**src/rtl/spi_cfg_pkg.sv**
```systemverilog
// Shared types and constants for the SPI configuration master.
// Holds the FSM state encoding and the interrupt pulse length.
package spi_cfg_pkg;

  typedef enum logic [2:0] {
    IDLE,
    CS_SETUP,
    SHIFT,
    TURNAROUND,
    CAPTURE,
    CS_HOLD,
    DONE
  } state_t;

  localparam int IRQ_LEN = 16;
  localparam int IRQ_CW  = $clog2(IRQ_LEN + 1);

  // Wide enough for any setup/hold/turnaround cycle count.
  localparam int CYC_W   = 16;

endpackage

```
**src/rtl/spi_cfg_master_if.sv**
```systemverilog
// Command/response/SPI pin bundle of the SPI configuration master.
// The master modport is the controller side; slave is the host/pad side.
interface spi_cfg_master_if
  import spi_cfg_pkg::*;
#(
  parameter int FRAME_W = 24,
  parameter int RD_W    = 8,
  parameter int NUM_CS  = 4
);
  localparam int CS_W = $clog2(NUM_CS) + 1;

  // cmd: a transfer is accepted in the cycle cmd_valid && cmd_ready are both
  // high; cmd_rw/cmd_cs/cmd_data are sampled in that same cycle. rsp_valid is
  // a one-cycle pulse with no back-pressure.
  logic                 cmd_valid;
  logic                 cmd_ready;
  logic                 cmd_rw;
  logic [CS_W-1:0]      cmd_cs;
  logic [FRAME_W-1:0]   cmd_data;

  logic                 rsp_valid;
  logic                 rsp_rw;
  logic                 rsp_err;
  logic [RD_W-1:0]      rsp_data;

  logic                 spi_clk_o;
  logic [NUM_CS-1:0]    spi_cs_n_o;
  logic                 spi_sdata_o;
  logic                 spi_sdata_i;
  logic                 spi_io_select;
  logic                 busy;
  logic                 irq;
  state_t               dbg_state;

  modport master (
    input  cmd_valid, cmd_rw, cmd_cs, cmd_data, spi_sdata_i,
    output cmd_ready, rsp_valid, rsp_rw, rsp_err, rsp_data,
    output spi_clk_o, spi_cs_n_o, spi_sdata_o, spi_io_select, busy, irq, dbg_state
  );

  modport slave (
    output cmd_valid, cmd_rw, cmd_cs, cmd_data, spi_sdata_i,
    input  cmd_ready, rsp_valid, rsp_rw, rsp_err, rsp_data,
    input  spi_clk_o, spi_cs_n_o, spi_sdata_o, spi_io_select, busy, irq, dbg_state
  );

endinterface

```
**src/rtl/spi_cfg_clk_gen.sv**
```systemverilog
// SCLK generator: CLK_DIV sys_clk cycles per half period, low half first.
// Held in reset (SCLK low) whenever i_en is low.
module spi_cfg_clk_gen #(
  parameter int CLK_DIV = 5
) (
  input  logic sys_clk,
  input  logic sys_rst,
  input  logic i_en,
  output logic o_sclk,
  output logic o_rise,
  output logic o_fall
);
  localparam int DIV_W = (CLK_DIV > 1) ? $clog2(CLK_DIV) : 1;

  logic [DIV_W-1:0] r_cnt;
  logic             r_phase;
  logic             w_half_end;

  assign w_half_end = (r_cnt == DIV_W'(CLK_DIV - 1));

  always_ff @(posedge sys_clk or posedge sys_rst) begin
    if (sys_rst) begin
      r_cnt   <= '0;
      r_phase <= 1'b0;
    end else if (!i_en) begin
      r_cnt   <= '0;
      r_phase <= 1'b0;
    end else if (w_half_end) begin
      r_cnt   <= '0;
      r_phase <= ~r_phase;
    end else begin
      r_cnt   <= r_cnt + 1'b1;
    end
  end

  // Rise marks the first high cycle; fall marks the last high cycle so the
  // next data bit appears together with SCLK going low.
  assign o_sclk = r_phase;
  assign o_rise = i_en && r_phase && (r_cnt == '0);
  assign o_fall = i_en && r_phase && w_half_end;

endmodule

```
**src/rtl/spi_cfg_master.sv**
```systemverilog
// SPI mode-0 configuration master with 3-wire read turnaround.
// Optional completion interrupt enabled by defining SPI_CFG_MASTER_IRQ_EN.
module spi_cfg_master
  import spi_cfg_pkg::*;
#(
  parameter int FRAME_W      = 24,
  parameter int RD_W         = 8,
  parameter int NUM_CS       = 4,
  parameter int CLK_DIV      = 5,
  parameter int CS_SETUP_CYC = 2,
  parameter int CS_HOLD_CYC  = 2
) (
  input  logic               sys_clk,
  input  logic               sys_rst,
  spi_cfg_master_if.master   bus
);
  localparam int CS_W    = $clog2(NUM_CS) + 1;
  localparam int SH_BITS = FRAME_W - RD_W;
  localparam int BIT_W   = $clog2(FRAME_W + 1);

  state_t             r_state;
  state_t             w_state_nxt;
  logic [CYC_W-1:0]   r_cyc;
  logic [BIT_W-1:0]   r_bit;
  logic               r_rw;
  logic               r_err;
  logic [CS_W-1:0]    r_cs;
  logic [FRAME_W-1:0] r_shift;
  logic [RD_W-1:0]    r_rx;

  logic w_hs;
  logic w_bad_cs;
  logic w_sclk_en;
  logic w_sclk;
  logic w_rise;
  logic w_fall;
  logic w_last_sh;
  logic w_last_cap;
  logic w_cs_act;

  assign w_hs       = bus.cmd_valid && bus.cmd_ready;
  assign w_bad_cs   = (bus.cmd_cs >= CS_W'(NUM_CS));
  assign w_sclk_en  = (r_state == SHIFT) || (r_state == CAPTURE);
  assign w_last_sh  = w_fall && (r_bit == (r_rw ? BIT_W'(SH_BITS - 1) : BIT_W'(FRAME_W - 1)));
  assign w_last_cap = w_fall && (r_bit == BIT_W'(RD_W - 1));

  spi_cfg_clk_gen #(
    .CLK_DIV (CLK_DIV)
  ) u_clk_gen (
    .sys_clk (sys_clk),
    .sys_rst (sys_rst),
    .i_en    (w_sclk_en),
    .o_sclk  (w_sclk),
    .o_rise  (w_rise),
    .o_fall  (w_fall)
  );

  always_comb begin
    w_state_nxt = r_state;
    case (r_state)
      IDLE:       if (w_hs) w_state_nxt = w_bad_cs ? DONE : CS_SETUP;
      CS_SETUP:   if (r_cyc == CYC_W'(CS_SETUP_CYC - 1)) w_state_nxt = SHIFT;
      SHIFT:      if (w_last_sh) w_state_nxt = r_rw ? TURNAROUND : CS_HOLD;
      TURNAROUND: if (r_cyc == CYC_W'(CLK_DIV - 1)) w_state_nxt = CAPTURE;
      CAPTURE:    if (w_last_cap) w_state_nxt = CS_HOLD;
      CS_HOLD:    if (r_cyc == CYC_W'(CS_HOLD_CYC - 1)) w_state_nxt = DONE;
      DONE:       w_state_nxt = IDLE;
      default:    w_state_nxt = IDLE;
    endcase
  end

  // Cycle and bit counters restart on every state change.
  always_ff @(posedge sys_clk or posedge sys_rst) begin
    if (sys_rst) begin
      r_state <= IDLE;
      r_cyc   <= '0;
      r_bit   <= '0;
    end else begin
      r_state <= w_state_nxt;
      if (w_state_nxt != r_state) begin
        r_cyc <= '0;
        r_bit <= '0;
      end else begin
        r_cyc <= r_cyc + 1'b1;
        if (w_fall) r_bit <= r_bit + 1'b1;
      end
    end
  end

  always_ff @(posedge sys_clk or posedge sys_rst) begin
    if (sys_rst) begin
      r_rw    <= 1'b0;
      r_err   <= 1'b0;
      r_cs    <= '0;
      r_shift <= '0;
      r_rx    <= '0;
    end else if (w_hs) begin
      r_rw    <= bus.cmd_rw;
      r_err   <= w_bad_cs;
      r_cs    <= bus.cmd_cs;
      r_shift <= bus.cmd_data;
      r_rx    <= '0;
    end else begin
      if ((r_state == SHIFT) && w_fall) r_shift <= r_shift << 1;
      if ((r_state == CAPTURE) && w_rise) r_rx <= (r_rx << 1) | RD_W'(bus.spi_sdata_i);
    end
  end

  assign w_cs_act = (r_state != IDLE) && (r_state != DONE);

  always_comb begin
    bus.spi_cs_n_o = '1;
    for (int i = 0; i < NUM_CS; i++) begin
      if (w_cs_act && (r_cs == CS_W'(i))) bus.spi_cs_n_o[i] = 1'b0;
    end
  end

  assign bus.cmd_ready     = (r_state == IDLE) && !sys_rst;
  assign bus.busy          = (r_state != IDLE);
  assign bus.dbg_state     = r_state;
  assign bus.spi_clk_o     = w_sclk;
  assign bus.spi_sdata_o   = ((r_state == CS_SETUP) || (r_state == SHIFT)) ? r_shift[FRAME_W-1] : 1'b0;
  // The pad stays turned around until chip select is about to be released.
  assign bus.spi_io_select = !((r_state == TURNAROUND) || (r_state == CAPTURE) ||
                               ((r_state == CS_HOLD) && r_rw));
  assign bus.rsp_valid     = (r_state == DONE);
  assign bus.rsp_rw        = (r_state == DONE) && r_rw;
  assign bus.rsp_err       = (r_state == DONE) && r_err;
  assign bus.rsp_data      = ((r_state == DONE) && r_rw && !r_err) ? r_rx : '0;

`ifdef SPI_CFG_MASTER_IRQ_EN
  logic [IRQ_CW-1:0] r_irq_cnt;

  always_ff @(posedge sys_clk or posedge sys_rst) begin
    if (sys_rst) begin
      r_irq_cnt <= '0;
    end else if ((r_state == DONE) && !bus.cmd_valid) begin
      r_irq_cnt <= IRQ_CW'(IRQ_LEN);
    end else if (r_irq_cnt != '0) begin
      r_irq_cnt <= r_irq_cnt - 1'b1;
    end
  end

  assign bus.irq = (r_irq_cnt != '0);
`else
  assign bus.irq = 1'b0;
`endif

endmodule

```
**src/flat_wrapper.sv**
```systemverilog
// flat-port wrapper written by rule: the top's interface ports become plain ports
module spi_cfg_master_flat import spi_cfg_pkg::*;
#(
  parameter int FRAME_W      = 24,
  parameter int RD_W         = 8,
  parameter int NUM_CS       = 4,
  parameter int CLK_DIV      = 5,
  parameter int CS_SETUP_CYC = 2,
  parameter int CS_HOLD_CYC  = 2
)
  (sys_clk, sys_rst, bus_cmd_valid, bus_cmd_rw, bus_cmd_cs, bus_cmd_data, bus_spi_sdata_i, bus_cmd_ready, bus_rsp_valid, bus_rsp_rw, bus_rsp_err, bus_rsp_data, bus_spi_clk_o, bus_spi_cs_n_o, bus_spi_sdata_o, bus_spi_io_select, bus_busy, bus_irq, bus_dbg_state);
  spi_cfg_master_if #(.FRAME_W(FRAME_W), .RD_W(RD_W), .NUM_CS(NUM_CS)) bus_i ();
  input  logic sys_clk;
  input  logic sys_rst;
  input wire logic [$bits(bus_i.cmd_valid)-1:0] bus_cmd_valid;
  input wire logic [$bits(bus_i.cmd_rw)-1:0] bus_cmd_rw;
  input wire logic [$bits(bus_i.cmd_cs)-1:0] bus_cmd_cs;
  input wire logic [$bits(bus_i.cmd_data)-1:0] bus_cmd_data;
  input wire logic [$bits(bus_i.spi_sdata_i)-1:0] bus_spi_sdata_i;
  output wire logic [$bits(bus_i.cmd_ready)-1:0] bus_cmd_ready;
  output wire logic [$bits(bus_i.rsp_valid)-1:0] bus_rsp_valid;
  output wire logic [$bits(bus_i.rsp_rw)-1:0] bus_rsp_rw;
  output wire logic [$bits(bus_i.rsp_err)-1:0] bus_rsp_err;
  output wire logic [$bits(bus_i.rsp_data)-1:0] bus_rsp_data;
  output wire logic [$bits(bus_i.spi_clk_o)-1:0] bus_spi_clk_o;
  output wire logic [$bits(bus_i.spi_cs_n_o)-1:0] bus_spi_cs_n_o;
  output wire logic [$bits(bus_i.spi_sdata_o)-1:0] bus_spi_sdata_o;
  output wire logic [$bits(bus_i.spi_io_select)-1:0] bus_spi_io_select;
  output wire logic [$bits(bus_i.busy)-1:0] bus_busy;
  output wire logic [$bits(bus_i.irq)-1:0] bus_irq;
  output wire logic [$bits(bus_i.dbg_state)-1:0] bus_dbg_state;
  assign bus_i.cmd_valid = bus_cmd_valid;
  assign bus_i.cmd_rw = bus_cmd_rw;
  assign bus_i.cmd_cs = bus_cmd_cs;
  assign bus_i.cmd_data = bus_cmd_data;
  assign bus_i.spi_sdata_i = bus_spi_sdata_i;
  assign bus_cmd_ready = bus_i.cmd_ready;
  assign bus_rsp_valid = bus_i.rsp_valid;
  assign bus_rsp_rw = bus_i.rsp_rw;
  assign bus_rsp_err = bus_i.rsp_err;
  assign bus_rsp_data = bus_i.rsp_data;
  assign bus_spi_clk_o = bus_i.spi_clk_o;
  assign bus_spi_cs_n_o = bus_i.spi_cs_n_o;
  assign bus_spi_sdata_o = bus_i.spi_sdata_o;
  assign bus_spi_io_select = bus_i.spi_io_select;
  assign bus_busy = bus_i.busy;
  assign bus_irq = bus_i.irq;
  assign bus_dbg_state = bus_i.dbg_state;
  spi_cfg_master #(.FRAME_W(FRAME_W), .RD_W(RD_W), .NUM_CS(NUM_CS), .CLK_DIV(CLK_DIV), .CS_SETUP_CYC(CS_SETUP_CYC), .CS_HOLD_CYC(CS_HOLD_CYC)) u_core (.sys_clk(sys_clk), .sys_rst(sys_rst), .bus(bus_i));
endmodule
```
**config.mk**
```make
export PLATFORM = sky130hd
export DESIGN_NAME = spi_cfg_master_flat
export DESIGN_NICKNAME = d
export VERILOG_FILES = /design/src/rtl/spi_cfg_pkg.sv /design/src/rtl/spi_cfg_master_if.sv /design/src/rtl/spi_cfg_clk_gen.sv /design/src/rtl/spi_cfg_master.sv /design/src/flat_wrapper.sv
export SDC_FILE = /design/constraint.sdc
export NUM_CORES = 1
export LEC_CHECK = 0
export ABC_AREA = 1
export BUFFER_PORTS_ARGS = -buffer_cell sky130_fd_sc_hd__buf_2
export CAP_MARGIN = 10
export CORE_ASPECT_RATIO = 1.75
export CORE_MARGIN = 2
export CORE_UTILIZATION = 50
export DETAILED_ROUTE_END_ITERATION = 8
export GPL_ROUTABILITY_DRIVEN = 0
export PLACE_DENSITY = 0.83
export SETUP_SLACK_MARGIN = 0.1
export SLEW_MARGIN = 30
export SYNTH_ARGS = -nofsm -noshare
export SYNTH_HDL_FRONTEND = slang
export SYNTH_SLANG_ARGS = --single-unit
```
**constraint.sdc**
```tcl
create_clock -name sys_clk -period 2.71 [get_ports sys_clk]
set_input_delay 0.271 -clock sys_clk [delete_from_list [all_inputs] [get_ports sys_clk]]
set_output_delay 0.271 -clock sys_clk [all_outputs]
set_load 0.02 [all_outputs]
```
==> tab_implementation.tex <==
\begin{tabular}{lr}
\hline
Metric & Value \\
\hline
\multicolumn{2}{l}{\textbf{STA}} \\
Achievable frequency & 475 MHz \\
Number of max-slew violations in the final report & 0 \\
Pin slew with the least headroom to its limit & 0.795 ns \\
Fin crit period & 2.11 ns \\
Final number of hold-violating endpoints & 0 \\
\# setup viols final & 0 \\
Share of the clock period used by the worst path & 77.7\% \\
Worst slew margin relative to its limit & 47.0\% \\
Worst setup skew after layout & 0.00531 ns \\
Unrepaired setup endpoints after global routing & false \\
Setup Total Neg Slack & 0 ns \\
\multicolumn{2}{l}{\textbf{Die}} \\
Core ar. & 6810 sq um \\
Number of top-level design ports & 56 \\
Die X & 67.2 microns \\
Die span in y & 115 microns \\
Starting density of the core & 51.4\% \\
Floorplan row count & 40 \\
Area of the die & 7710 sq um \\
\multicolumn{2}{l}{\textbf{Synth}} \\
Post-Synthesis Net Count & 466 \\
Per-instance average area after synthesis & 8.18 sq um \\
Cell variety after synth & 32 \\
Total of flip-flops plus latches after synthesis & 65 \\
Post-synthesis instance area & 3500 sq um \\
Count of synthesis-stage warnings from yosys & 0 \\
Share of the synthesized area in the top cell type & 46.5\% \\
Sequential-to-total area share from yosys stat & 46.5\% \\
Mux cell area share after synthesis & 0.286\% \\
Dominant cells by area after synthesis & dfrtp\_1, nand2\_1, nor2\_1, nor3\_2, inv\_1 \\
Synth Area in XOR/XNOR & 3.75\% \\
Cell count after synthesis & 428 \\
Dominant combinational cell family by area after synthesis & simple AND/OR/NAND/NOR gates \\
Complex-gate fraction of the synthesized area & 8.44\% \\
Largest area contributor in the synthesized netlist & dfrtp\_1 \\
Synthesized-area fraction occupied by adder cells & 2.15\% \\
Area fraction in and, or, nand and nor cells after synthesis & 31.1\% \\
\multicolumn{2}{l}{\textbf{Drt}} \\
Met1 routed wirelength after detailed routing & 3080 microns \\
First-iteration detailed-routing DRC count & 153 \\
Routed length per placed instance & 13.3 microns \\
Remaining DRCs & 0 \\
Post-Route WL & 7590 microns \\
Remaining antenna violation count & 0 \\
Avg Vias per Cell & 5.33 \\
Routed wl met3 & 376 microns \\
Highest routing layer actually used & met4 \\
Pre-Repair DR Iteration Count & 4 \\
Routed wl met2 & 3930 microns \\
Detailed-route via count & 3036 \\
\multicolumn{2}{l}{\textbf{Clocking}} \\
Clock Tree Buf Depth & 2 \\
Number of gates given a new drive strength after cts & 0 \\
Worst-skew pair later-pin latency & 0.33 ns \\
Number of hold buffers added after CTS & 0 \\
CTS clk-pin slew, worst paths & 0.05 ns \\
Cell chosen for the clock root & clkbuf\_16 \\
Number of levels the H-tree was split into & 3 \\
Post-CTS Setup Repair Bufs & 0 \\
TritonCTS clock tree & yes \\
Number of buffers created by CTS & 9 \\
Num Clock Sinks & 65 \\
\multicolumn{2}{l}{\textbf{Setup path}} \\
Crit Path Category & reg -> out \\
Category of the worst setup path launch point & register \\
Endpoint kind of the worst setup timing path & output port \\
Cell repeated most along the worst path & nor2\_1 \\
Sum of buffers and inverters on the critical path & 2 \\
Data required time of the worst path & 2.44 ns \\
CP max FO & 8 \\
Maximum cell stage delay along the critical path & 0.50 ns \\
Slowest library cell on the worst path & dfrtp\_1 \\
Worst path cell trace & nand2\_1, nor2\_1, inv\_2, nor2\_1, nand2\_1, nor2\_1, buf\_2 \\
Cell family with most CP delay & simple AND/OR/NAND/NOR gates \\
Data arrival at the endpoint of the critical path & 1.83 ns \\
\multicolumn{2}{l}{\textbf{Final layout}} \\
Nets & 519 \\
Synthesis-to-layout area growth & 17.4\% \\
Number of antenna diodes & 0 \\
Final core area utilization & 60.4\% \\
Share of layout cells above drive strength 1 & 22.0\% \\
\multicolumn{2}{l}{\textbf{Global routing}} \\
Antenna violations before repair & 0 \\
Total GRT Usage & 22.1\% \\
Maximum number of pins on one net before global-route repair & 66 \\
Global-route wire length before repair & 13100 microns \\
Number of global-route vias before repair & 3037 \\
Global route total overflow & 0 \\
\multicolumn{2}{l}{\textbf{Power}} \\
Cell-internal power & 1.73 mW \\
Net Sw Frac & 19.6\% \\
Comb pwr share & 2.3\% \\
Worst vdd ir & 0.554 mV \\
Proportion of power drawn by flip-flops and latches & 45.4\% \\
Power dissipated by switching net loads & 422 uW \\
Clock power frac & 52.3\% \\
LEAKAGE & 1.95 nW \\
P per Cell Area & 523 nW/um\^{}2 \\
\multicolumn{2}{l}{\textbf{Place}} \\
Hpwl dp & 5360 microns \\
PortBufs & 54 \\
\multicolumn{2}{l}{\textbf{Job}} \\
Max-capacitance violation count & 0 \\
\multicolumn{2}{l}{\textbf{Min path}} \\
Tightest Hold Check Type & in -> reg \\
\multicolumn{2}{l}{\textbf{Outcome}} \\
Run status & finished clean \\
\hline
\end{tabular}
layout make-up:
type                    instances  area, sq um
fillers                       629         2700
flip-flops and latches         65         1630
multi-input cells             299         1600
repair buffers                 58          300
clock buffers                  13          250
inverters                      48          184
well taps                      84          105
clock inverters                 3         40.0
state kept, by name (all words and copies together) (netlist names):
register and cells:
u_core.u_clk_gen.r_cnt 3, u_core.r_bit 5, u_core.bus.dbg_state 3, u_core.u_clk_gen.o_sclk 1
u_core.r_shift 24, u_core.r_err 1, u_core.r_cyc 16, u_core.r_rw 1
u_core.r_cs 3, u_core.r_rx 8
through the flow:
stage,total power [mW],std cells,hold slack [ns],cell area (sq um),setup WS [ns]
after global placement,1.04,554,0.443,3820,0.767
after CTS,2.17,570,0.127,4110,0.608
after floorplan,1.01,428,0.381,3500,0.304
final,2.15,570,0.139,4110,0.604
after detailed placement,1.04,554,0.455,3820,0.692
after global routing,2.21,570,0.151,4110,0.421
kinds of logic (layout without fill, tap and decap cells):
logic type | Yosys count | count (layout)
simple gates | 228 | 228
flops | 65 | 65
buf+inv | 64 | 122
compound gates | 48 | 48
xor+xnor | 15 | 15
fa+ha+maj | 6 | 6
other cells | 1 | 1
mux | 1 | 1
placed cells by master, fill, tap and decap left out, types with 2 or more instances in the layout:
| cell type | Yosys | final |
|---|---|---|
| a21oi_1 | 5 | 5 |
| ha_1 | 6 | 6 |
| nand3_1 | 21 | 21 |
| o21ai_0 | 9 | 9 |
| a31oi_1 | 21 | 21 |
| clkbuf_16 | 0 | 9 |
| nor3_1 | 9 | 9 |
| inv_1 | 40 | 39 |
| nor2_1 | 64 | 64 |
| o22ai_1 | 4 | 4 |
| nor2_2 | 3 | 3 |
| xor2_1 | 13 | 13 |
| inv_2 | 8 | 8 |
| clkbuf_1 | 7 | 3 |
| nand4_1 | 11 | 11 |
| clkinv_2 | 0 | 2 |
| o21ai_1 | 5 | 5 |
| buf_2 | 3 | 54 |
| o21bai_1 | 2 | 2 |
| nor3_2 | 20 | 20 |
| nand2_1 | 96 | 96 |
| dfrtp_1 | 65 | 65 |
| xnor2_1 | 2 | 2 |
| buf_4 | 3 | 4 |
power groups by stage:
stage / clock (mW) / sequential (mW) / combinational [mW]
global placement: 0 / 0.993 / 0.0507
global route: 1.18 / 0.976 / 0.0578
detailed placement: 0 / 0.993 / 0.0513
CTS: 1.14 / 0.976 / 0.0513
floorplan: 0 / 0.992 / 0.0218
finish: 1.12 / 0.976 / 0.0495
per-layer routing:
metal	global-route usage (%)	vias up
li1	-	1491
met1	25.5	1452
met2	37.0	74
met3	6.49	19
met4	9.80	0
met5	0	-
cells in the mapped netlist:
library cell / count
buf_2: 3
buf_6: 2
nor2_2: 3
nand4_4: 1
clkbuf_1: 7
nand3_2: 1
inv_2: 8
o21ai_0: 9
nor3_2: 20
buf_1: 1
buf_4: 3
dfrtp_1: 65
nand2_1: 96
a22oi_1: 1
xor2_1: 13
nand3_1: 21
o21bai_1: 2
nor3_1: 9
nand4_1: 11
nor2_4: 1
nor2_1: 64
and3_1: 1
ha_1: 6
xnor2_1: 2
a31oi_1: 21
conb_1: 1
mux2i_1: 1
a21oi_1: 5
o21ai_1: 5
inv_1: 40
o22ai_1: 4
a31oi_4: 1
tightest hold or removal path, delay by kind of cell:
family        cells  cell delay, ns
simple gates      2            0.09
buf+inv           1            0.07
final timing paths:
check / from / slack, ns / end / cells after the start
setup / recovery: u_core.bus.dbg_state[1]$_DFF_PP0_ / 0.60 / bus_rsp_data[2] / 7
hold / removal: bus_cmd_cs[0] / 0.14 / u_core.r_cs[0]$_DFFE_PP0N_ / 3
setup reg to reg: u_core.u_clk_gen.r_cnt[0]$_DFF_PP0_ / 0.66 / u_core.r_bit[3]$_DFFE_PP0P_ / 10
hold reg to reg: u_core.u_clk_gen.r_cnt[0]$_DFF_PP0_ / 0.46 / u_core.u_clk_gen.r_cnt[0]$_DFF_PP0_ / 1
max in group asynchronous: sys_rst / 1.93 / u_core.u_clk_gen.r_cnt[2]$_DFF_PP0_ / 3
min in group asynchronous: sys_rst / 0.26 / u_core.r_shift[14]$_DFFE_PP0P_ / 3
Note: power is estimated with default switching activity, not from simulation.
